## config.mk

```make
export PLATFORM = sky130hd
export DESIGN_NAME = row_packet_assembler
export DESIGN_NICKNAME = d
export VERILOG_FILES = /design/src/rtl/row_packet_assembler.sv
export SDC_FILE = /design/constraint.sdc
export NUM_CORES = 1
export LEC_CHECK = 0
export CAP_MARGIN = 20
export CORE_ASPECT_RATIO = 1.75
export CORE_MARGIN = 2
export CORE_UTILIZATION = 47
export DETAILED_ROUTE_END_ITERATION = 10
export GPL_TIMING_DRIVEN = 0
export PLACE_DENSITY = 0.78
export RECOVER_POWER = 50
export SYNTH_ARGS = -nofsm -noshare
export SYNTH_HDL_FRONTEND = slang
export SYNTH_SLANG_ARGS = --single-unit
```

## constraint.sdc

```tcl
create_clock -name clk -period 2.5 [get_ports clk]
set_input_delay 0.5 -clock clk [delete_from_list [all_inputs] [get_ports clk]]
set_output_delay 0.5 -clock clk [all_outputs]
set_load 0.01 [all_outputs]
```

## src/rtl/row_packet_assembler.sv

```systemverilog
`timescale 1ns/1ps
// Row packet assembler: parses a header byte plus CHUNKS_PER_ROW*4 data bytes from a
// valid/ready byte stream and emits 32-bit chunk writes with row/panel addressing.
module row_packet_assembler #(
  parameter int CHUNKS_PER_ROW = 16,
  parameter int TIMEOUT_CYCLES = 1000000
) (
  input  logic        clk,
  input  logic        reset,
  input  logic [7:0]  byte_data,
  input  logic        byte_valid,
  output logic        byte_ready,
  output logic [31:0] chunk_data,
  output logic [3:0]  chunk_addr,
  output logic        chunk_write_enable,
  output logic [3:0]  row_addr,
  output logic [1:0]  panel_addr,
  output logic        row_done,
  output logic        sync_error,
  output logic        timeout_error,
  output logic [7:0]  error_count,
  output logic [4:0]  state_out
);

  localparam int TO_W = (TIMEOUT_CYCLES > 1) ? $clog2(TIMEOUT_CYCLES) : 1;
  localparam logic [TO_W-1:0] TO_LAST    = TO_W'(TIMEOUT_CYCLES - 1);
  localparam logic [3:0]      CHUNK_LAST = 4'(CHUNKS_PER_ROW - 1);

  typedef enum logic [4:0] {
    S_IDLE  = 5'b00001,
    S_DATA  = 5'b00010,
    S_WRITE = 5'b00100,
    S_DONE  = 5'b01000,
    S_ERROR = 5'b10000
  } state_t;

  state_t          state_q, state_d;
  logic            byte_ready_q, byte_ready_d;
  logic [31:0]     chunk_q, chunk_d;
  logic [3:0]      chunk_addr_q, chunk_addr_d;
  logic [1:0]      byte_cnt_q, byte_cnt_d;
  logic [TO_W-1:0] to_cnt_q, to_cnt_d;
  logic [3:0]      row_q, row_d;
  logic [1:0]      panel_q, panel_d;
  logic            sync_err_q, sync_err_d;
  logic            to_err_q, to_err_d;
  logic [7:0]      err_cnt_q, err_cnt_d;
  logic            accept;
  logic            err_inc;

  assign accept = byte_valid & byte_ready_q;

  always_comb begin
    state_d      = state_q;
    chunk_d      = chunk_q;
    chunk_addr_d = chunk_addr_q;
    byte_cnt_d   = byte_cnt_q;
    to_cnt_d     = to_cnt_q;
    row_d        = row_q;
    panel_d      = panel_q;
    sync_err_d   = 1'b0;
    to_err_d     = 1'b0;
    err_inc      = 1'b0;

    case (state_q)
      S_IDLE: begin
        if (accept) begin
          if (byte_data[7]) begin
            // bit6 is reserved; a header always restarts addressing from chunk 0
            panel_d      = byte_data[5:4];
            row_d        = byte_data[3:0];
            byte_cnt_d   = 2'd0;
            chunk_addr_d = 4'd0;
            to_cnt_d     = '0;
            state_d      = S_DATA;
          end else begin
            sync_err_d = 1'b1;
            err_inc    = 1'b1;
          end
        end
      end
      S_DATA: begin
        if (accept) begin
          chunk_d  = {chunk_q[23:0], byte_data};
          to_cnt_d = '0;
          if (byte_cnt_q == 2'd3) begin
            byte_cnt_d = 2'd0;
            state_d    = S_WRITE;
          end else begin
            byte_cnt_d = byte_cnt_q + 2'd1;
          end
        end else if (to_cnt_q == TO_LAST) begin
          to_err_d = 1'b1;
          err_inc  = 1'b1;
          state_d  = S_ERROR;
        end else begin
          to_cnt_d = to_cnt_q + 1'b1;
        end
      end
      S_WRITE: begin
        if (chunk_addr_q == CHUNK_LAST) begin
          state_d = S_DONE;
        end else begin
          chunk_addr_d = chunk_addr_q + 4'd1;
          state_d      = S_DATA;
        end
      end
      S_DONE: begin
        state_d = S_IDLE;
      end
      S_ERROR: begin
        chunk_addr_d = 4'd0;
        byte_cnt_d   = 2'd0;
        to_cnt_d     = '0;
        state_d      = S_IDLE;
      end
      default: begin
        state_d = S_IDLE;
      end
    endcase

    err_cnt_d    = (err_inc && (err_cnt_q != 8'hFF)) ? err_cnt_q + 8'd1 : err_cnt_q;
    byte_ready_d = (state_d == S_IDLE) || (state_d == S_DATA);
  end

  always_ff @(posedge clk or posedge reset) begin
    if (reset) begin
      state_q      <= S_IDLE;
      byte_ready_q <= 1'b1;
      chunk_q      <= 32'd0;
      chunk_addr_q <= 4'd0;
      byte_cnt_q   <= 2'd0;
      to_cnt_q     <= '0;
      row_q        <= 4'd0;
      panel_q      <= 2'd0;
      sync_err_q   <= 1'b0;
      to_err_q     <= 1'b0;
      err_cnt_q    <= 8'd0;
    end else begin
      state_q      <= state_d;
      byte_ready_q <= byte_ready_d;
      chunk_q      <= chunk_d;
      chunk_addr_q <= chunk_addr_d;
      byte_cnt_q   <= byte_cnt_d;
      to_cnt_q     <= to_cnt_d;
      row_q        <= row_d;
      panel_q      <= panel_d;
      sync_err_q   <= sync_err_d;
      to_err_q     <= to_err_d;
      err_cnt_q    <= err_cnt_d;
    end
  end

  // Strobes decode the one-hot state register directly, so they never overlap
  assign byte_ready         = byte_ready_q;
  assign chunk_data         = chunk_q;
  assign chunk_addr         = chunk_addr_q;
  assign chunk_write_enable = (state_q == S_WRITE);
  assign row_done           = (state_q == S_DONE);
  assign row_addr           = row_q;
  assign panel_addr         = panel_q;
  assign sync_error         = sync_err_q;
  assign timeout_error      = to_err_q;
  assign error_count        = err_cnt_q;
  assign state_out          = state_q;

endmodule
```

After elaboration in Yosys (flattened, before gate mapping)
Cells that the tools add are included.
{ "totals": {"ff_bits": 80, "input_bits": 11, "output_inout_bits": 60, "word_cells": 69} }
{ "op_classes": {"n_addsub": 4, "n_eq_ne": 16, "n_mux": 28, "n_bitwise": 1, "reduce_logical": 9} }
{ "op_table": {"columns": ["cell", "n"], "rows": [
  ["$mux 20", 4],
  ["$pmux 20 s3", 1],
  ["$mux 5", 5],
  ["$add 20x1->20 const B", 1],
  ["$eq 20x20->1 const B", 1],
  ["$mux 4", 4],
  ["$pmux 5 s3", 1],
  ["$pmux 4 s3", 1],
  ["$reduce_and 4->1", 3],
  ["$eq 5x1->1 const B", 2],
  ["$eq 5x2->1 const B", 2],
  ["$add 8x1->8 const B", 1],
  ["$mux 2", 4],
  ["$ne 2x2->1 const B", 4],
  ["$ne 8x8->1 const B", 1],
  ["$mux 1", 6],
  ["$pmux 2 s3", 1],
  ["$reduce_bool 3->1", 2],
  ["$eq 5x3->1 const B", 1],
  ["$eq 5x4->1 const B", 1],
  ["$eq 5x5->1 const B", 1],
  ["$add 4x1->4 const B", 1],
  ["$eq 4x4->1 const B", 1],
  ["$ne 3x3->1 const B", 1],
  ["other kinds (8)", 8]
]} }

Logic depth before layout (Yosys ltp)
{ "logic_depth": {"ltp_word": 6, "ltp_mapped": 8, "depth_no_buf": 6} }

Least setup slack after synthesis
Ideal clock, no wire load.
{ "synth_timing": {"path_kind": "reg2reg", "start": "reg to_cnt_q[0]", "end": "reg err_cnt_q[7] (netlist: error_count[7])", "setup_ns": 0.128, "arrival_ns": 1.764, "required_time_ns": 2.372, "slack_ns": 0.608, "path_stages_with_launch": 7, "n_path_buf": 0, "period_less_slack_ns": 1.892, "cell_sequence": "dfrtp_1 -> ha_1 -> nand3_1 -> nand4bb_1 -> nor3_2 -> o2111ai_1 -> mux2_1"} }
{ "synth_between": {"elab_chain_len": 5} }
{ "synth_rtl": {"columns": ["element", "line", "rtl"], "rows": [
  ["from (decl)", "42", "logic [TO_W-1:0] to_cnt_q, to_cnt_d;"],
  ["from (signal assigned)", "145", "to_cnt_q <= to_cnt_d;"],
  ["$eq 20x20->1", "92", "end else if (to_cnt_q == TO_LAST) begin"],
  ["$mux 1", "92", null],
  ["$mux 1", "83", "if (accept) begin"],
  ["$pmux 1 s2", "65", "case (state_q)"],
  ["$logic_and 1x1->1", "122", "err_cnt_d = (err_inc && (err_cnt_q != 8'hFF)) ? err_cnt_q + 8'd1 : err_cnt_q;"],
  ["to (signal assigned)", "150", "err_cnt_q <= err_cnt_d;"],
  ["to (decl)", "47", "logic [7:0] err_cnt_q, err_cnt_d;"]
]} }
No other way between the ends.
A chain may end at the register's enable or synchronous reset.

Worst setup path after layout
{ "layout_timing": {"start": "reg state_q[3] (netlist: state_out[3])", "end": "out chunk_write_enable"} }
{ "layout_between": {"elab_chain_len": 1} }
{ "layout_rtl": {"columns": ["element", "line", "rtl"], "rows": [
  ["from (decl)", "37", "state_t state_q, state_d;"],
  ["from (signal assigned)", "140", "state_q <= state_d;"],
  ["$eq 5x3->1", "158", "assign chunk_write_enable = (state_q == S_WRITE);"],
  ["to (decl)", "15", "output logic chunk_write_enable,"]
]} }
No other way between the ends.

==> impl_summary.md <==
STA
The largest clock skew in the final design is 4.53 ps. Setup violations remaining at the end of the flow were counted as 0. Summed over all failing endpoints, the final setup total negative slack is 0 ps. The tightest hold path in the finished design has a slack of 496 ps. The worst relative slew slack is 0.327. The total count of hold-check failures in the final report is 0.

The final period demand of the worst path is 2430 ps. The transition time at the pin with the least slew margin is 1000 ps. The highest achievable clock rate is 412 MHz.

The number of pins with negative max-slew slack in the final report was 0. Setup repair after global routing could not meet its margin everywhere. The share of the clock period used by the worst path is 0.971.

Power and ir drop
The overall power is 4.48 mW. The leakage power summed over all cells is 2.16 nW. The worst-case IR drop observed on VDD is 808 uV.

The areal power density over the cells is 913 nW/um^2.

Yosys
For this run, the register share of the synthesized area comes to 0.531. The predominant post-synthesis flop cell is dfrtp_1. A synthesized cell averages 11.9 um^2. Summing every instance area after synthesis gives 3770 um^2. The fraction of registers with async set or reset after synthesis is 1.00. In this run, synthesis produced a sequential element count of 80. Counting flops with a built-in enable in the synthesized netlist gives 0. Synthesis produced 316 cells. The Yosys step of the flow raised 0 warnings. The unique cell type count in the Yosys netlist is 49. The net count of the mapped netlist is 331.

Finish
The final non-filler cell area is 4910 um^2. The repair_antennas step left the layout with diodes totalling 0. The finished layout holds 493 standard cells, fillers aside. The most common cell after layout, fill and taps aside is dfrtp_1. From synthesis to final layout, the design area changed by 30.1%. The filler cells instantiated in the layout total 606. The proportion of layout cells with a drive suffix above 1 is 0.206. For this run, the post-layout net count is 413. In the layout the commonest cells are 77 x dfrtp_1, 46 x clkdlybuf4s50_1, 38 x mux2_2.

Floorplan
The floorplan step defined a core boundary enclosing 7860 um^2. The die covers 8790 um^2. Pin placement for this block handled 71 I/O pins.

The initial cell density of the core is 0.480. The number of placement rows is 43. The vertical die dimension is 123 um. The overall die width is 71.7 um.

Route
The DRC violations left is 0. The via total after detailed routing is 2887. After detailed routing, the total wire length is 8540 um. The detail-routed via count per cell is 5.86. In this run the remaining antenna-violating nets after routing total 0. The DRC marker count from the first detailed-route iteration is 191.

In the final routed layout, each cell accounts on average for 17.3 um. The detailed-routing iteration count for the pre-antenna-repair pass is 4.

Global routing
The global-route wire length before repair is 14300 um. For this run, the total global-route usage over all layers was measured as 0.213. The initial antenna violation count was 0. The total overflow left after global routing is 0. The number of global-route vias before repair came to 2939. The maximum number of pins on one net before global-route repair is 36.

Place
In this run the tool buffered the top-level ports with 70 buffer cells. The cell count after placement is 478. In this run the cell area measured after placement is 4630 um^2. The total half-perimeter wirelength after legalization and detailed placement is 6250 um. The placer congestion estimate is 0.888.

Critical path
The worst path required time is 2000 ps. STA classifies the critical path startpoint as a register. The critical setup path kind is reg -> out. The maximum fanout along the worst path is 7. The critical path data arrival time is 1930 ps. The endpoint class of the critical path is an output port.

Clock network
For this design, the sink count on the clock tree is 80. No sink is reached through more buffers than the 2 on the longest clock path. The post-CTS repair timing setup buffer count is 0. The clock input transition at the sequential cells of the worst setup and hold paths is 60 ps.

In this run, CTS created clock tree buffers numbering 9. The clock tree from TritonCTS is done. The latest clock arrival within the worst-skew pair is 330 ps. The H-tree depth is 3. The tree is rooted in a clkbuf_16.

Flow run
Max-cap violations in this run came to 0.

Hold path
The class of the tightest hold or removal check is reg -> reg.

Outcome
The flow ran to the end, and the final reports show no timing, DRC or antenna violations.
## sequential cells by signal (all words and copies together), names as in the netlist
| register | count |
|---|---|
| row_addr | 4 |
| state_out | 5 |
| panel_addr | 2 |
| sync_error | 1 |
| byte_cnt_q | 2 |
| timeout_error | 1 |
| to_cnt_q | 20 |
| chunk_data | 32 |
| chunk_addr | 4 |
| error_count | 8 |
| byte_ready | 1 |
## per-layer routing
layer / global-route usage / part of all wire / vias up
li1: - / - / 1370
met1: 0.241 / 0.38 / 1436
met2: 0.381 / 0.56 / 70
met3: 0.0394 / 0.038 / 11
met4: 0.101 / 0.020 / 0
met5: 0 / 0 / -
## per-stage QoR
| step | util | worst slack [ps] |
|---|---|---|
| 2_1_floorplan | - | 608 |
| 3_3_place_gp | 0.584 | -34.0 |
| 3_5_place_dp | 0.589 | -54.4 |
| 4_1_cts | 0.626 | 12.6 |
| 5_1_grt | 0.625 | -1.05 |
| 6_report | 0.625 | 72.3 |
## power by group
part / internal [mW] / switching, mW / total [mW] / leakage, nW
clock: 0.702 / 0.519 / 1.22 / 0.143
sequential: 1.59 / 0.229 / 1.82 / 1.07
combinational: 0.762 / 0.680 / 1.44 / 0.943
## Yosys cell counts, types with 2 or more instances
cell type	count	area share
a31oi_1	2	0.0033
o211ai_1	3	0.0060
or4_1	4	0.0080
o31ai_1	21	0.042
nand4_1	7	0.012
mux2i_1	2	0.0053
nor4_1	4	0.0066
o2111ai_1	3	0.0070
nor2_1	9	0.0090
or3_1	2	0.0033
mux2_2	38	0.11
o31ai_2	6	0.020
and4_1	2	0.0046
dfrtp_1	78	0.52
a21oi_1	6	0.0080
buf_2	5	0.0066
xnor2_1	6	0.014
ha_1	4	0.013
nand3_1	18	0.024
nand4b_1	3	0.0070
clkbuf_1	7	0.0070
o21ai_1	4	0.0053
nand2_1	18	0.018
o41ai_1	4	0.0093
mux2_1	3	0.0090
o21ai_0	9	0.012
nor2b_1	5	0.0083
dfstp_2	2	0.014
nand2b_1	5	0.0083
and2_1	3	0.0050
nor3_2	3	0.0080
and3_1	5	0.0083
and2_0	2	0.0033
nor3_1	3	0.0040
a41oi_1	2	0.0046
inv_1	5	0.0050
## worst max-delay path, cell delays in order, from the launching register on
cell and delay (ps):
dfrtp_1 500, nor4_4 290, and2_2 250, clkdlybuf4s50_1 550
## final timing paths
kind                                    from                  to  slack (ps)  cells past startpoint
max in group asynchronous              reset          byte_ready         350                      4
worst max register to register   to_cnt_q[0]         to_cnt_q[4]         250                      8
worst min-delay path             to_cnt_q[5]         to_cnt_q[5]         500                      1
worst max-delay path            state_out[3]  chunk_write_enable          70                      3
min in group asynchronous              reset      error_count[2]         790                      2
worst min register to register   to_cnt_q[5]         to_cnt_q[5]         500                      1
## cell type report
| class | instances | area, um^2 | share of cell area |
|---|---|---|---|
| Sequential cell | 80 | 2010 | 0.409 |
| Buffer | 12 | 60.1 | 0.0122 |
| Timing Repair Buffer | 72 | 726 | 0.148 |
| Clock inverter | 6 | 41.3 | 0.00841 |
| Inverter | 5 | 20.0 | 0.00408 |
| Clock buffer | 10 | 239 | 0.0487 |
| Multi-Input combinational cell | 218 | 1700 | 0.347 |
| Tap cell | 90 | 113 | 0.0229 |
## cells by family (layout without fill, tap and decap cells)
family | after synthesis | count (layout) | share of synthesized area
buffers and inverters | 18 | 105 | 0.0216
adder cells (fa/ha/maj) | 4 | 4 | 0.0133
flip-flops | 80 | 80 | 0.531
multiplexers | 43 | 43 | 0.128
AND/OR/NAND/NOR | 102 | 102 | 0.167
XOR/XNOR | 6 | 6 | 0.0139
AO/OA/AOI/OAI | 63 | 63 | 0.126
## repair_timing
item,4_1_cts,5_1_grt
hold buffers,0,0
pin swaps,1,0
gates resized for setup,2,4
endpoints found under the setup margin,1,12
Note: power is estimated with default switching activity, not from simulation.
